`src/rtl/id_remap_table.sv`:
```
// ID-to-slot remap table: in-flight requests with the same ID share one ref-counted slot.
// Optional macro ID_REMAP_TABLE_ERR_EN adds a sticky protocol-error flag and sim assertions.
module id_remap_table #(
  parameter int ID_WIDTH        = 4,
  parameter int MAX_OUTSTANDING = 16,
  parameter int CNT_WIDTH       = 4,
  localparam int IDX_W          = $clog2(MAX_OUTSTANDING)
) (
  input  logic                clk,
  input  logic                rst,
  input  logic                alloc_valid,
  output logic                alloc_ready,
  input  logic [ID_WIDTH-1:0] in_id,
  output logic                grant_valid,
  output logic [IDX_W-1:0]    grant_idx,
  output logic                grant_hit,
  input  logic                free_valid,
  input  logic [IDX_W-1:0]    free_idx,
  input  logic [IDX_W-1:0]    lookup_idx,
  output logic [ID_WIDTH-1:0] lookup_id,
  output logic [IDX_W:0]      used_slots,
  output logic                full,
  output logic                err
);

  localparam logic [CNT_WIDTH-1:0] CNT_MAX = '1;

  logic [MAX_OUTSTANDING-1:0] alloc_q, alloc_d;
  logic [ID_WIDTH-1:0]        id_q  [MAX_OUTSTANDING];
  logic [ID_WIDTH-1:0]        id_d  [MAX_OUTSTANDING];
  logic [CNT_WIDTH-1:0]       cnt_q [MAX_OUTSTANDING];
  logic [CNT_WIDTH-1:0]       cnt_d [MAX_OUTSTANDING];
  logic [IDX_W:0]             used_q, used_d;
  logic                       grant_valid_q, grant_valid_d;
  logic                       grant_hit_q, grant_hit_d;
  logic [IDX_W-1:0]           grant_idx_q, grant_idx_d;

  logic             hit, free_found, fire, free_in_range, free_ok, rel;
  logic [IDX_W-1:0] hit_idx, free_first, sel_idx;

  // Search works on registered state only, so a slot freed this cycle is not reusable yet.
  always_comb begin
    hit        = 1'b0;
    hit_idx    = '0;
    free_found = 1'b0;
    free_first = '0;
    for (int i = 0; i < MAX_OUTSTANDING; i++) begin
      if (alloc_q[i] && id_q[i] == in_id) begin
        hit     = 1'b1;
        hit_idx = IDX_W'(i);
      end
      if (!alloc_q[i] && !free_found) begin
        free_found = 1'b1;
        free_first = IDX_W'(i);
      end
    end
  end

  assign full          = &alloc_q;
  assign alloc_ready   = hit ? (cnt_q[hit_idx] != CNT_MAX) : !full;
  assign fire          = alloc_valid && alloc_ready;
  assign sel_idx       = hit ? hit_idx : free_first;
  assign free_in_range = int'(free_idx) < MAX_OUTSTANDING;
  assign free_ok       = free_valid && free_in_range && alloc_q[free_idx] && (cnt_q[free_idx] != '0);
  assign lookup_id     = (int'(lookup_idx) < MAX_OUTSTANDING) ? id_q[lookup_idx] : '0;

  always_comb begin
    alloc_d = alloc_q;
    id_d    = id_q;
    cnt_d   = cnt_q;
    rel     = 1'b0;
    for (int i = 0; i < MAX_OUTSTANDING; i++) begin
      if (fire && sel_idx == IDX_W'(i) && !hit) begin
        alloc_d[i] = 1'b1;
        id_d[i]    = in_id;
        cnt_d[i]   = CNT_WIDTH'(1);
      end else if (fire && sel_idx == IDX_W'(i) && !(free_ok && free_idx == IDX_W'(i))) begin
        cnt_d[i] = cnt_q[i] + CNT_WIDTH'(1);
      end else if (free_ok && free_idx == IDX_W'(i) && !(fire && sel_idx == IDX_W'(i))) begin
        cnt_d[i] = cnt_q[i] - CNT_WIDTH'(1);
        if (cnt_q[i] == CNT_WIDTH'(1)) begin
          alloc_d[i] = 1'b0;
          rel        = 1'b1;
        end
      end
    end
    used_d = used_q;
    if (fire && !hit) used_d = used_d + (IDX_W+1)'(1);
    if (rel)          used_d = used_d - (IDX_W+1)'(1);
    grant_valid_d = fire;
    grant_idx_d   = fire ? sel_idx : grant_idx_q;
    grant_hit_d   = fire ? hit : grant_hit_q;
  end

  always_ff @(posedge clk) begin
    if (rst) begin
      alloc_q       <= '0;
      used_q        <= '0;
      grant_valid_q <= 1'b0;
      grant_idx_q   <= '0;
      grant_hit_q   <= 1'b0;
      for (int i = 0; i < MAX_OUTSTANDING; i++) begin
        id_q[i]  <= '0;
        cnt_q[i] <= '0;
      end
    end else begin
      alloc_q       <= alloc_d;
      id_q          <= id_d;
      cnt_q         <= cnt_d;
      used_q        <= used_d;
      grant_valid_q <= grant_valid_d;
      grant_idx_q   <= grant_idx_d;
      grant_hit_q   <= grant_hit_d;
    end
  end

  assign grant_valid = grant_valid_q;
  assign grant_idx   = grant_idx_q;
  assign grant_hit   = grant_hit_q;
  assign used_slots  = used_q;

`ifdef ID_REMAP_TABLE_ERR_EN
  logic                err_q, err_d, stall_q;
  logic [ID_WIDTH-1:0] in_id_q;
  logic                bad_free, bad_stall;

  assign bad_free  = free_valid && (!free_in_range || !alloc_q[free_idx]);
  assign bad_stall = stall_q && (!alloc_valid || in_id != in_id_q);
  assign err_d     = err_q || bad_free || bad_stall;

  always_ff @(posedge clk) begin
    if (rst) begin
      err_q   <= 1'b0;
      stall_q <= 1'b0;
      in_id_q <= '0;
    end else begin
      err_q   <= err_d;
      stall_q <= alloc_valid && !alloc_ready;
      in_id_q <= in_id;
    end
  end

  assign err = err_q;

`ifndef SYNTHESIS
  a_free_unalloc: assert property (@(posedge clk) disable iff (rst) !bad_free);
  a_stall_hold:   assert property (@(posedge clk) disable iff (rst) !bad_stall);
`endif
`else
  assign err = 1'b0;
`endif

endmodule

```
`config.mk`:
```
export PLATFORM = sky130hd
export DESIGN_NAME = id_remap_table
export DESIGN_NICKNAME = d
export VERILOG_FILES = /design/src/rtl/id_remap_table.sv
export SDC_FILE = /design/constraint.sdc
export NUM_CORES = 1
export LEC_CHECK = 0
export BUFFER_PORTS_ARGS = -buffer_cell sky130_fd_sc_hd__buf_4
export CELL_PAD_IN_SITES_DETAIL_PLACEMENT = 1
export CELL_PAD_IN_SITES_GLOBAL_PLACEMENT = 1
export CORE_MARGIN = 2
export CORE_UTILIZATION = 52
export CTS_CLUSTER_SIZE = 25
export DETAILED_ROUTE_END_ITERATION = 6
export GPL_ROUTABILITY_DRIVEN = 0
export MAX_ROUTING_LAYER = met4
export PLACE_DENSITY_LB_ADDON = 0.1
export SLEW_MARGIN = 10
export SYNTH_ARGS = -nofsm -noshare
export SYNTH_HDL_FRONTEND = slang
export SYNTH_SLANG_ARGS = --single-unit
export TNS_END_PERCENT = 5
```
`constraint.sdc`:
```
create_clock -name clk -period 14.1 [get_ports clk]
set_input_delay 2.115 -clock clk [delete_from_list [all_inputs] [get_ports clk]]
set_output_delay 2.115 -clock clk [all_outputs]
set_load 0.03 [all_outputs]
```
==> impl_results.html, run 1 <==
<table>
<tr><th>Metric</th><th>Value</th></tr>
<tr><th colspan="2">Floorplanning</th></tr>
<tr><td>Die Outline Area</td><td>22280 um2</td></tr>
<tr><td>I/O pin total</td><td>34</td></tr>
<tr><td>Die W</td><td>approximately 150 um</td></tr>
<tr><td>Cell Rows</td><td>53</td></tr>
<tr><td>Starting Density</td><td>52.52%</td></tr>
<tr><td>Floorplan Core Area</td><td>about 21000 um2</td></tr>
<tr><td>Die extent in y</td><td>between 100 and 150 um</td></tr>
<tr><th colspan="2">Power</th></tr>
<tr><td>Reported leakage power</td><td>roughly 4.8 nW</td></tr>
<tr><td>Worst IR Drop VDD</td><td>~0.000065 V</td></tr>
<tr><td>Total power consumption of the routed design</td><td>about 1.0 mW</td></tr>
<tr><td>Power density normalized to cell area</td><td>around 88 nW/um2</td></tr>
<tr><th colspan="2">Global routing</th></tr>
<tr><td>Wire length of the first global-routing pass</td><td>about 57 mm</td></tr>
<tr><td>Busiest metal layer after global routing</td><td>met2</td></tr>
<tr><td>GRT Overall Usage</td><td>between 30% and 40%</td></tr>
<tr><td>Met1 Use GR</td><td>about two fifths</td></tr>
<tr><td>Fraction of met2 tracks used by global routing</td><td>between 50% and 60%</td></tr>
<tr><td>Residual overflow from global routing</td><td>0</td></tr>
<tr><td>Initial antenna violation count</td><td>1</td></tr>
<tr><td>Met3 track demand over resource in global routing</td><td>between 7 and 8%</td></tr>
<tr><td>Via count of the first global-routing pass</td><td>roughly 10k</td></tr>
<tr><td>Maximum number of pins on one net before global-route repair</td><td>79</td></tr>
<tr><th colspan="2">Clock network</th></tr>
<tr><td>Clock slew at the register clock pins of the worst setup and hold paths</td><td>around 0.07 ns</td></tr>
<tr><td>Clock latency at the later pin of the worst-skew pair</td><td>roughly 0.45 ns</td></tr>
<tr><td>Hold bufs inserted after CTS</td><td>0</td></tr>
<tr><td>Clock tree from TritonCTS</td><td>yes</td></tr>
<tr><td>Number of H-tree branching levels</td><td>4</td></tr>
<tr><td>Clock root buffer</td><td>clkbuf_16</td></tr>
<tr><td>Maximum count of clock buffers along a single path</td><td>2</td></tr>
<tr><td>Post-cts resize count</td><td>0</td></tr>
<tr><td>Num CTS Buffers</td><td>17</td></tr>
<tr><td>Setup Fix Bufs, Post-CTS</td><td>0</td></tr>
<tr><td>Sinks on the clock net</td><td>155</td></tr>
<tr><th colspan="2">STA</th></tr>
<tr><td>Total negative slack for setup checks</td><td>0 ns</td></tr>
<tr><td>Fin worst setup slack</td><td>6.182 ns</td></tr>
<tr><td>Upper clock frequency limit</td><td>roughly 130 MHz</td></tr>
<tr><td>Hold Violations, Final</td><td>0</td></tr>
<tr><td>Final setup viols</td><td>0</td></tr>
<tr><td>Max-slew violations</td><td>0</td></tr>
<tr><td>Unrepaired setup endpoints after global routing</td><td>false</td></tr>
<tr><td>Post-route clock skew</td><td>~0.011 ns</td></tr>
<tr><td>Slew headroom</td><td>just over 9%</td></tr>
<tr><td>Post-route fraction of the period consumed by the critical path</td><td>a little under three fifths</td></tr>
<tr><td>Fin crit period</td><td>slightly below 8 ns</td></tr>
<tr><td>Transition at the pin with the smallest max-transition slack</td><td>1.363 ns</td></tr>
<tr><td>Worst hold slack</td><td>0.4642 ns</td></tr>
<tr><th colspan="2">Outcome</th></tr>
<tr><td>Run status</td><td>finished clean</td></tr>
<tr><th colspan="2">Critical path</th></tr>
<tr><td>Cells on worst reg2reg path</td><td>16</td></tr>
<tr><td>Endpoint required time on the critical path</td><td>between 10 and 15 ns</td></tr>
<tr><td>Kind of end point of the critical path</td><td>flip-flop</td></tr>
<tr><td>Type of the worst setup path</td><td>input pin to flip-flop</td></tr>
<tr><td>Critical Path Start Type</td><td>input pin</td></tr>
<tr><td>Data arrival, critical path</td><td>8.30 ns</td></tr>
<tr><td>Largest fanout of any net on the critical path</td><td>30</td></tr>
<tr><th colspan="2">Synthesis</th></tr>
<tr><td>Most frequently used flop master after synthesis</td><td>dfxtp_1</td></tr>
<tr><td>Share of synthesized registers carrying an async set or reset</td><td>0%</td></tr>
<tr><td>Count of unique library cells instantiated by Yosys</td><td>87</td></tr>
<tr><td>Area share of the largest cell type after synthesis</td><td>around 28%</td></tr>
<tr><td>Cell Area, Synth</td><td>10970 um2</td></tr>
<tr><td>Warning count from the yosys run</td><td>0</td></tr>
<tr><td>Area leader, netlist</td><td>dfxtp_1</td></tr>
<tr><td>Flip-flop and latch count after synthesis</td><td>around 160</td></tr>
<tr><td>Part of the Yosys area used for sequential elements</td><td>between 20% and 30%</td></tr>
<tr><td>Top cells by instance count after synthesis</td><td>160 x nand2_1, 155 x dfxtp_1, 125 x nor2_1</td></tr>
<tr><td>Number of enable-type register cells in the synthesized netlist</td><td>0</td></tr>
<tr><td>Number of nets produced by synthesis</td><td>about 1.4k</td></tr>
<tr><td>Cells after synthesis</td><td>1307</td></tr>
<tr><td>Cells taking the most area after synthesis</td><td>dfxtp_1 28%, ha_1 9.4%, mux4_2 6.0%</td></tr>
<tr><td>Cell with the most instances after synthesis</td><td>nand2_1</td></tr>
<tr><td>Syn avg cell area</td><td>8.395 um2</td></tr>
<tr><th colspan="2">Route</th></tr>
<tr><td>Initial DRC count</td><td>692</td></tr>
<tr><td>Number of DRC violations after detailed routing</td><td>0</td></tr>
<tr><td>Aggregate routed wire length</td><td>between 30 and 40 mm</td></tr>
<tr><td>Remaining number of nets flagged by the antenna check after routing</td><td>0</td></tr>
<tr><td>Detailed-routing iteration count for the pre-antenna-repair pass</td><td>5</td></tr>
<tr><td>Routed vias</td><td>between 10k and 15k</td></tr>
<tr><td>Final routed wire length divided by cell count</td><td>roughly 23 um</td></tr>
<tr><td>Via density</td><td>~6.3</td></tr>
<tr><th colspan="2">Job</th></tr>
<tr><td>Max cap viols</td><td>0</td></tr>
<tr><th colspan="2">Worst hold path</th></tr>
<tr><td>Type of the worst min-delay path</td><td>flip-flop to flip-flop</td></tr>
<tr><td>Cell depth of the worst hold path</td><td>2</td></tr>
<tr><th colspan="2">Finish</th></tr>
<tr><td>Signed area change from the synthesized netlist to the final layout</td><td>7.788%</td></tr>
<tr><td>Count of fill cells added during filler insertion</td><td>around 2.6k</td></tr>
<tr><td>Fraction of final layout cells with drive strength greater than 1</td><td>10.62%</td></tr>
<tr><td>Number of nets in the finished design</td><td>1403</td></tr>
<tr><th colspan="2">Placed design</th></tr>
<tr><td>Buffers on Ports</td><td>32</td></tr>
<tr><td>Dpl ws</td><td>~6.0 ns</td></tr>
<tr><td>DP HPWL</td><td>roughly 27 mm</td></tr>
</table>
==> final cells by class <==
cell class                      count  area (um2)  share of cell area [%]
Inverter                           78       292.8                   2.476
Clock inverter                     14       150.1                   1.270
Multi-Input combinational cell   1019        7239                   61.21
Antenna cell                        1       2.502                 0.02116
Tap cell                          275       344.1                   2.909
Sequential cell                   155        3103                   26.24
Clock buffer                       18       439.2                   3.714
Timing Repair Buffer               34       255.2                   2.158
==> where the power goes <==
part           internal [mW]  switching (mW)
logic                 0.0360          0.0709
registers              0.444          0.0104
clock network          0.255           0.218
==> cells in the final DEF (no fill, tap or decap), drive strengths merged, types with 45 or more instances in the layout <==
| cell | n |
|---|---|
| nand2 | 160 |
| dfxtp | 155 |
| nor2 | 126 |
| a21oi | 115 |
| inv | 85 |
| ha | 82 |
| xnor2 | 65 |
| nor3 | 63 |
| xor2 | 52 |
| mux2i | 45 |
==> registers in the layout (all words and copies together), names as in the netlist <==
signal and flops:
cnt_q 64, id_q 64, alloc_q 16, used_slots 5, grant_idx 4, grant_hit 1, grant_valid 1
==> metrics by stage <==
step | utilization [%] | area, um2 | cells
floorplan | - | 10970 | 1307
global placement | 53.75 | 11230 | 1561
detailed placement | 53.75 | 11230 | 1561
CTS | 56.57 | 11820 | 1593
global route | 56.62 | 11830 | 1594
finish | 56.62 | 11830 | 1594
==> routing by layer <==
metal  vias up  routed length (um)
met2       344               16950
met1      4958               15190
li1       4637                   -
met3       130                2436
met5         -                   0
met4         0                1906
==> cells by family after synthesis <==
| family | Yosys count | synth area share [%] |
|---|---|---|
| adder cells (fa/ha/maj) | 82 | 9.351 |
| buffers and inverters | 133 | 5.793 |
| multiplexers | 78 | 10.47 |
| other | 1 | 0.03418 |
| AND/OR/NAND/NOR | 539 | 24.91 |
| XOR/XNOR | 117 | 9.340 |
| flip-flops | 155 | 28.28 |
| AO/OA/AOI/OAI | 202 | 11.83 |
==> worst paths after layout <==
path,slack (ns),start,to
worst max-delay path,6.18,in_id[0],used_slots[3]$_SDFF_PP0_
worst min-delay path,0.46,grant_hit$_SDFFE_PP0N_,grant_hit$_SDFFE_PP0N_
worst max register to register,8.12,id_q[3]$_SDFFE_PP0P_,used_slots[3]$_SDFF_PP0_
worst min register to register,0.46,grant_hit$_SDFFE_PP0N_,grant_hit$_SDFFE_PP0N_
==> worst max-delay path, stage by stage <==
cell,delay [ns]
buf_4,0.36
inv_1,0.27
o2bb2ai_1,0.20
a2111oi_1,0.11
nor4_2,0.74
nand4_4,0.37
o2bb2ai_1,1.16
nor2_1,0.52
nand2_1,0.22
inv_1,0.06
ha_1,0.28
or4_1,0.63
and4_1,0.26
o22ai_1,0.16
a211oi_1,0.11
and4_1,0.28
a21oi_1,0.20
mux2i_1,0.20
Note: power is estimated with default switching activity, not from simulation.
==> run 2: changes to the inputs <==
--- a/config.mk
+++ b/config.mk
@@ -5,11 +5,12 @@
 export SDC_FILE = /design/constraint.sdc
 export NUM_CORES = 1
 export LEC_CHECK = 0
+export ABC_AREA = 1
 export BUFFER_PORTS_ARGS = -buffer_cell sky130_fd_sc_hd__buf_4
 export CELL_PAD_IN_SITES_DETAIL_PLACEMENT = 1
 export CELL_PAD_IN_SITES_GLOBAL_PLACEMENT = 1
 export CORE_MARGIN = 2
-export CORE_UTILIZATION = 52
+export CORE_UTILIZATION = 47
 export CTS_CLUSTER_SIZE = 25
 export DETAILED_ROUTE_END_ITERATION = 6
 export GPL_ROUTABILITY_DRIVEN = 0
==> constraint.sdc (replaced) <==
create_clock -name clk -period 7.87 [get_ports clk]
set_input_delay 1.1805 -clock clk [delete_from_list [all_inputs] [get_ports clk]]
set_output_delay 1.1805 -clock clk [all_outputs]
set_load 0.03 [all_outputs]
==> impl_results.html, run 2 <==
<table>
<tr><th>Metric</th><th>Value</th></tr>
<tr><th colspan="2">Power</th></tr>
<tr><td>Reported leakage power</td><td>4.784 nW</td></tr>
<tr><td>Power density normalized to cell area</td><td>between 150 and 200 nW/um2</td></tr>
<tr><td>Worst IR Drop VDD</td><td>~0.00010 V</td></tr>
<tr><th colspan="2">Synthesis</th></tr>
<tr><td>Cell with the most instances after synthesis</td><td>inv_1</td></tr>
<tr><td>Cells taking the most area after synthesis</td><td>dfxtp_1 28%, ha_1 9.3%, a21oi_1 8.4%</td></tr>
<tr><td>Flip-flop and latch count after synthesis</td><td>between 150 and 200</td></tr>
<tr><td>Largest family of logic cells by synthesized area</td><td>simple AND/OR/NAND/NOR gates</td></tr>
<tr><td>Most frequently used flop master after synthesis</td><td>dfxtp_1</td></tr>
<tr><td>Cell Area, Synth</td><td>11020 um2</td></tr>
<tr><td>Area fraction in and, or, nand and nor cells after synthesis</td><td>approximately a quarter</td></tr>
<tr><td>Synth Area in XOR/XNOR</td><td>under 10%</td></tr>
<tr><td>Cells after synthesis</td><td>between 1.5k and 2k</td></tr>
<tr><td>Adder-cell share of the synthesized area</td><td>a little under a tenth</td></tr>
<tr><td>Syn avg cell area</td><td>slightly above 7 um2</td></tr>
<tr><td>Number of nets produced by synthesis</td><td>roughly 1.7k</td></tr>
<tr><td>Warning count from the yosys run</td><td>0</td></tr>
<tr><td>Post-synthesis mux area share</td><td>less than 1%</td></tr>
<tr><td>Area leader, netlist</td><td>dfxtp_1</td></tr>
<tr><td>Post-synthesis compound-gate area fraction</td><td>21.50%</td></tr>
<tr><td>Area share of the largest cell type after synthesis</td><td>28.17%</td></tr>
<tr><td>Top cells by instance count after synthesis</td><td>199 x inv_1, 185 x a21oi_1, 182 x nand2_1</td></tr>
<tr><td>Share of synthesized registers carrying an async set or reset</td><td>0%</td></tr>
<tr><td>Number of enable-type register cells in the synthesized netlist</td><td>0</td></tr>
<tr><td>Count of unique library cells instantiated by Yosys</td><td>56</td></tr>
<tr><td>Part of the Yosys area used for sequential elements</td><td>between 20 and 30%</td></tr>
<tr><th colspan="2">Floorplanning</th></tr>
<tr><td>Cell Rows</td><td>56</td></tr>
<tr><td>Die Outline Area</td><td>approximately 25000 um2</td></tr>
<tr><td>Die W</td><td>157.1 um</td></tr>
<tr><td>I/O pin total</td><td>34</td></tr>
<tr><td>Die extent in y</td><td>~160 um</td></tr>
<tr><td>Floorplan Core Area</td><td>between 20000 and 25000 um2</td></tr>
<tr><td>Starting Density</td><td>about 47%</td></tr>
<tr><th colspan="2">Critical path</th></tr>
<tr><td>Type of the worst setup path</td><td>input pin to flip-flop</td></tr>
<tr><td>Data arrival, critical path</td><td>between 5 and 6 ns</td></tr>
<tr><td>Most frequent CP cell</td><td>nand2_1</td></tr>
<tr><td>End of the worst register-to-register path</td><td>used_slots[4]$_SDFF_PP0_</td></tr>
<tr><td>Startpoint of the worst register-to-register path</td><td>id_q[53]$_SDFFE_PP0P_</td></tr>
<tr><td>Cells on worst reg2reg path</td><td>38</td></tr>
<tr><td>Critical path destination</td><td>used_slots[4]$_SDFF_PP0_</td></tr>
<tr><td>Largest fanout of any net on the critical path</td><td>40</td></tr>
<tr><td>Endpoint required time on the critical path</td><td>slightly above 8 ns</td></tr>
<tr><td>Critical Path Start Type</td><td>input pin</td></tr>
<tr><td>Critical-path cell with the highest stage delay</td><td>buf_4</td></tr>
<tr><td>Stage delay of the slowest cell on the critical path</td><td>around 0.38 ns</td></tr>
<tr><td>Source of the critical timing path</td><td>in_id[3]</td></tr>
<tr><td>Register-to-Register Setup Slack</td><td>3.50 ns</td></tr>
<tr><td>Kind of end point of the critical path</td><td>flip-flop</td></tr>
<tr><th colspan="2">Finish</th></tr>
<tr><td>Signed area change from the synthesized netlist to the final layout</td><td>8.699%</td></tr>
<tr><td>Number of nets in the finished design</td><td>around 1.7k</td></tr>
<tr><td>Fraction of final layout cells with drive strength greater than 1</td><td>11.32%</td></tr>
<tr><td>Most frequent cells in the layout</td><td>199 x inv_1, 185 x a21oi_1, 182 x nand2_1</td></tr>
<tr><td>Number of inserted diodes</td><td>0</td></tr>
<tr><td>Most frequent standard cell in the layout excluding fill and tap cells</td><td>inv_1</td></tr>
<tr><td>Registers with the highest flip-flop counts</td><td>cnt_q: 64 flops, id_q: 64 flops, alloc_q: 16 flops</td></tr>
<tr><td>Final std cells w/o fill</td><td>1891</td></tr>
<tr><td>Count of fill cells added during filler insertion</td><td>between 3k and 4k</td></tr>
<tr><th colspan="2">Route</th></tr>
<tr><td>Remaining number of nets flagged by the antenna check after routing</td><td>0</td></tr>
<tr><td>Routed vias</td><td>10.61k</td></tr>
<tr><td>Detailed-routing iteration count for the pre-antenna-repair pass</td><td>5</td></tr>
<tr><td>Number of DRC violations after detailed routing</td><td>0</td></tr>
<tr><td>Via density</td><td>5.612</td></tr>
<tr><td>Final routed wire length divided by cell count</td><td>just under 20 um</td></tr>
<tr><td>Aggregate routed wire length</td><td>roughly 37 mm</td></tr>
<tr><td>Initial DRC count</td><td>around 620</td></tr>
<tr><th colspan="2">Global routing</th></tr>
<tr><td>Via count of the first global-routing pass</td><td>around 11k</td></tr>
<tr><td>GRT Overall Usage</td><td>about a third</td></tr>
<tr><td>Maximum number of pins on one net before global-route repair</td><td>99</td></tr>
<tr><td>Wire length of the first global-routing pass</td><td>~58 mm</td></tr>
<tr><td>Initial antenna violation count</td><td>0</td></tr>
<tr><td>Residual overflow from global routing</td><td>0</td></tr>
<tr><th colspan="2">Clock network</th></tr>
<tr><td>Hold bufs inserted after CTS</td><td>0</td></tr>
<tr><td>Clock root buffer</td><td>clkbuf_16</td></tr>
<tr><td>Maximum count of clock buffers along a single path</td><td>2</td></tr>
<tr><td>Num CTS Buffers</td><td>17</td></tr>
<tr><td>Clock slew at the register clock pins of the worst setup and hold paths</td><td>roughly 0.070 ns</td></tr>
<tr><td>Clock tree from TritonCTS</td><td>yes</td></tr>
<tr><td>Post-cts resize count</td><td>0</td></tr>
<tr><td>Clock latency at the later pin of the worst-skew pair</td><td>~0.44 ns</td></tr>
<tr><td>Setup Fix Bufs, Post-CTS</td><td>0</td></tr>
<tr><td>Number of H-tree branching levels</td><td>4</td></tr>
<tr><td>Sinks on the clock net</td><td>155</td></tr>
<tr><th colspan="2">STA</th></tr>
<tr><td>Fin worst setup slack</td><td>between 2 and 3 ns</td></tr>
<tr><td>Worst hold slack</td><td>0.4795 ns</td></tr>
<tr><td>Post-route fraction of the period consumed by the critical path</td><td>66.49%</td></tr>
<tr><td>Upper clock frequency limit</td><td>between 150 and 200 MHz</td></tr>
<tr><td>Transition at the pin with the smallest max-transition slack</td><td>~1.1 ns</td></tr>
<tr><td>Total negative slack for setup checks</td><td>0 ns</td></tr>
<tr><td>Fin crit period</td><td>5.233 ns</td></tr>
<tr><td>Final setup viols</td><td>0</td></tr>
<tr><td>Max-slew violations</td><td>0</td></tr>
<tr><td>Unrepaired setup endpoints after global routing</td><td>false</td></tr>
<tr><td>Hold Violations, Final</td><td>0</td></tr>
<tr><td>Slew headroom</td><td>26.04%</td></tr>
<tr><td>Post-route clock skew</td><td>between 0.01 and 0.015 ns</td></tr>
<tr><th colspan="2">Placed design</th></tr>
<tr><td>Dpl ws</td><td>approximately 2.3 ns</td></tr>
<tr><td>Buffers on Ports</td><td>32</td></tr>
<tr><td>DP HPWL</td><td>27.41 mm</td></tr>
<tr><td>Post-placement cell count</td><td>roughly 1.9k</td></tr>
<tr><th colspan="2">Worst hold path</th></tr>
<tr><td>Type of the worst min-delay path</td><td>flip-flop to flip-flop</td></tr>
<tr><th colspan="2">Outcome</th></tr>
<tr><td>Run status</td><td>finished clean</td></tr>
<tr><th colspan="2">Job</th></tr>
<tr><td>Max cap viols</td><td>0</td></tr>
</table>
## run 2: routing by layer
layer | GRT usage, % | share of wire (%)
met4 | 11.99 | 3.4
met3 | 5.066 | 4.3
met1 | 37.93 | 44
met5 | - | 0
met2 | 52.55 | 49
## run 2: report_power, final
part	internal, mW	switching [mW]	total, mW
Sequential	0.801	0.0176	0.819
Combinational	0.0798	0.174	0.254
Clock	0.494	0.381	0.874
Total	1.37	0.573	1.95
## run 2: cell families after synthesis
logic type | Yosys count
buffers and inverters | 284
flip-flops | 155
other | 1
adder cells (fa/ha/maj) | 82
multiplexers | 1
AO/OA/AOI/OAI | 422
XOR/XNOR | 67
AND/OR/NAND/NOR | 548
## run 2: how the worst min path moves through the flow
| stage | startpoint | endpoint | slack (ns) | cells after the start |
|---|---|---|---|---|
| finish | cnt_q[31]$_SDFFE_PP0P_ | cnt_q[31]$_SDFFE_PP0P_ | 0.48 | 2 |
| global route | cnt_q[31]$_SDFFE_PP0P_ | cnt_q[31]$_SDFFE_PP0P_ | 0.51 | 2 |
| CTS | cnt_q[31]$_SDFFE_PP0P_ | cnt_q[31]$_SDFFE_PP0P_ | 0.48 | 2 |
| detailed placement | cnt_q[31]$_SDFFE_PP0P_ | cnt_q[31]$_SDFFE_PP0P_ | 0.47 | 2 |
| global placement | cnt_q[31]$_SDFFE_PP0P_ | cnt_q[31]$_SDFFE_PP0P_ | 0.46 | 2 |
| floorplan | id_q[52]$_SDFFE_PP0P_ | id_q[52]$_SDFFE_PP0P_ | 0.45 | 2 |
## run 2: metrics by stage
step / power, mW / area [um2] / utilization, %
global placement: 1.083 / 11370 / 48.86
global route: 2.018 / 11980 / 51.48
floorplan: 1.016 / 11020 / -
CTS: 1.962 / 11980 / 51.48
finish: 1.947 / 11980 / 51.48
detailed placement: 1.088 / 11370 / 48.86
## run 2: critical path: cells and delay by family
| family | cells | cell delay [ns] |
|---|---|---|
| compound gates | 3 | 0.48 |
| buf+inv | 5 | 0.93 |
| simple gates | 30 | 2.71 |
| fa+ha+maj | 1 | 0.22 |
## run 2: cell type report
| type | count | area (um2) | area share [%] |
|---|---|---|---|
| tap | 319 | 399.1 | 3.333 |
| sequential | 155 | 3103 | 25.91 |
| inverter | 231 | 890.9 | 7.439 |
| clock inverter | 13 | 156.4 | 1.306 |
| timing repair buffer | 33 | 247.7 | 2.069 |
| multi-input combinational | 1121 | 6725 | 56.16 |
| clock buffer | 19 | 452.9 | 3.782 |
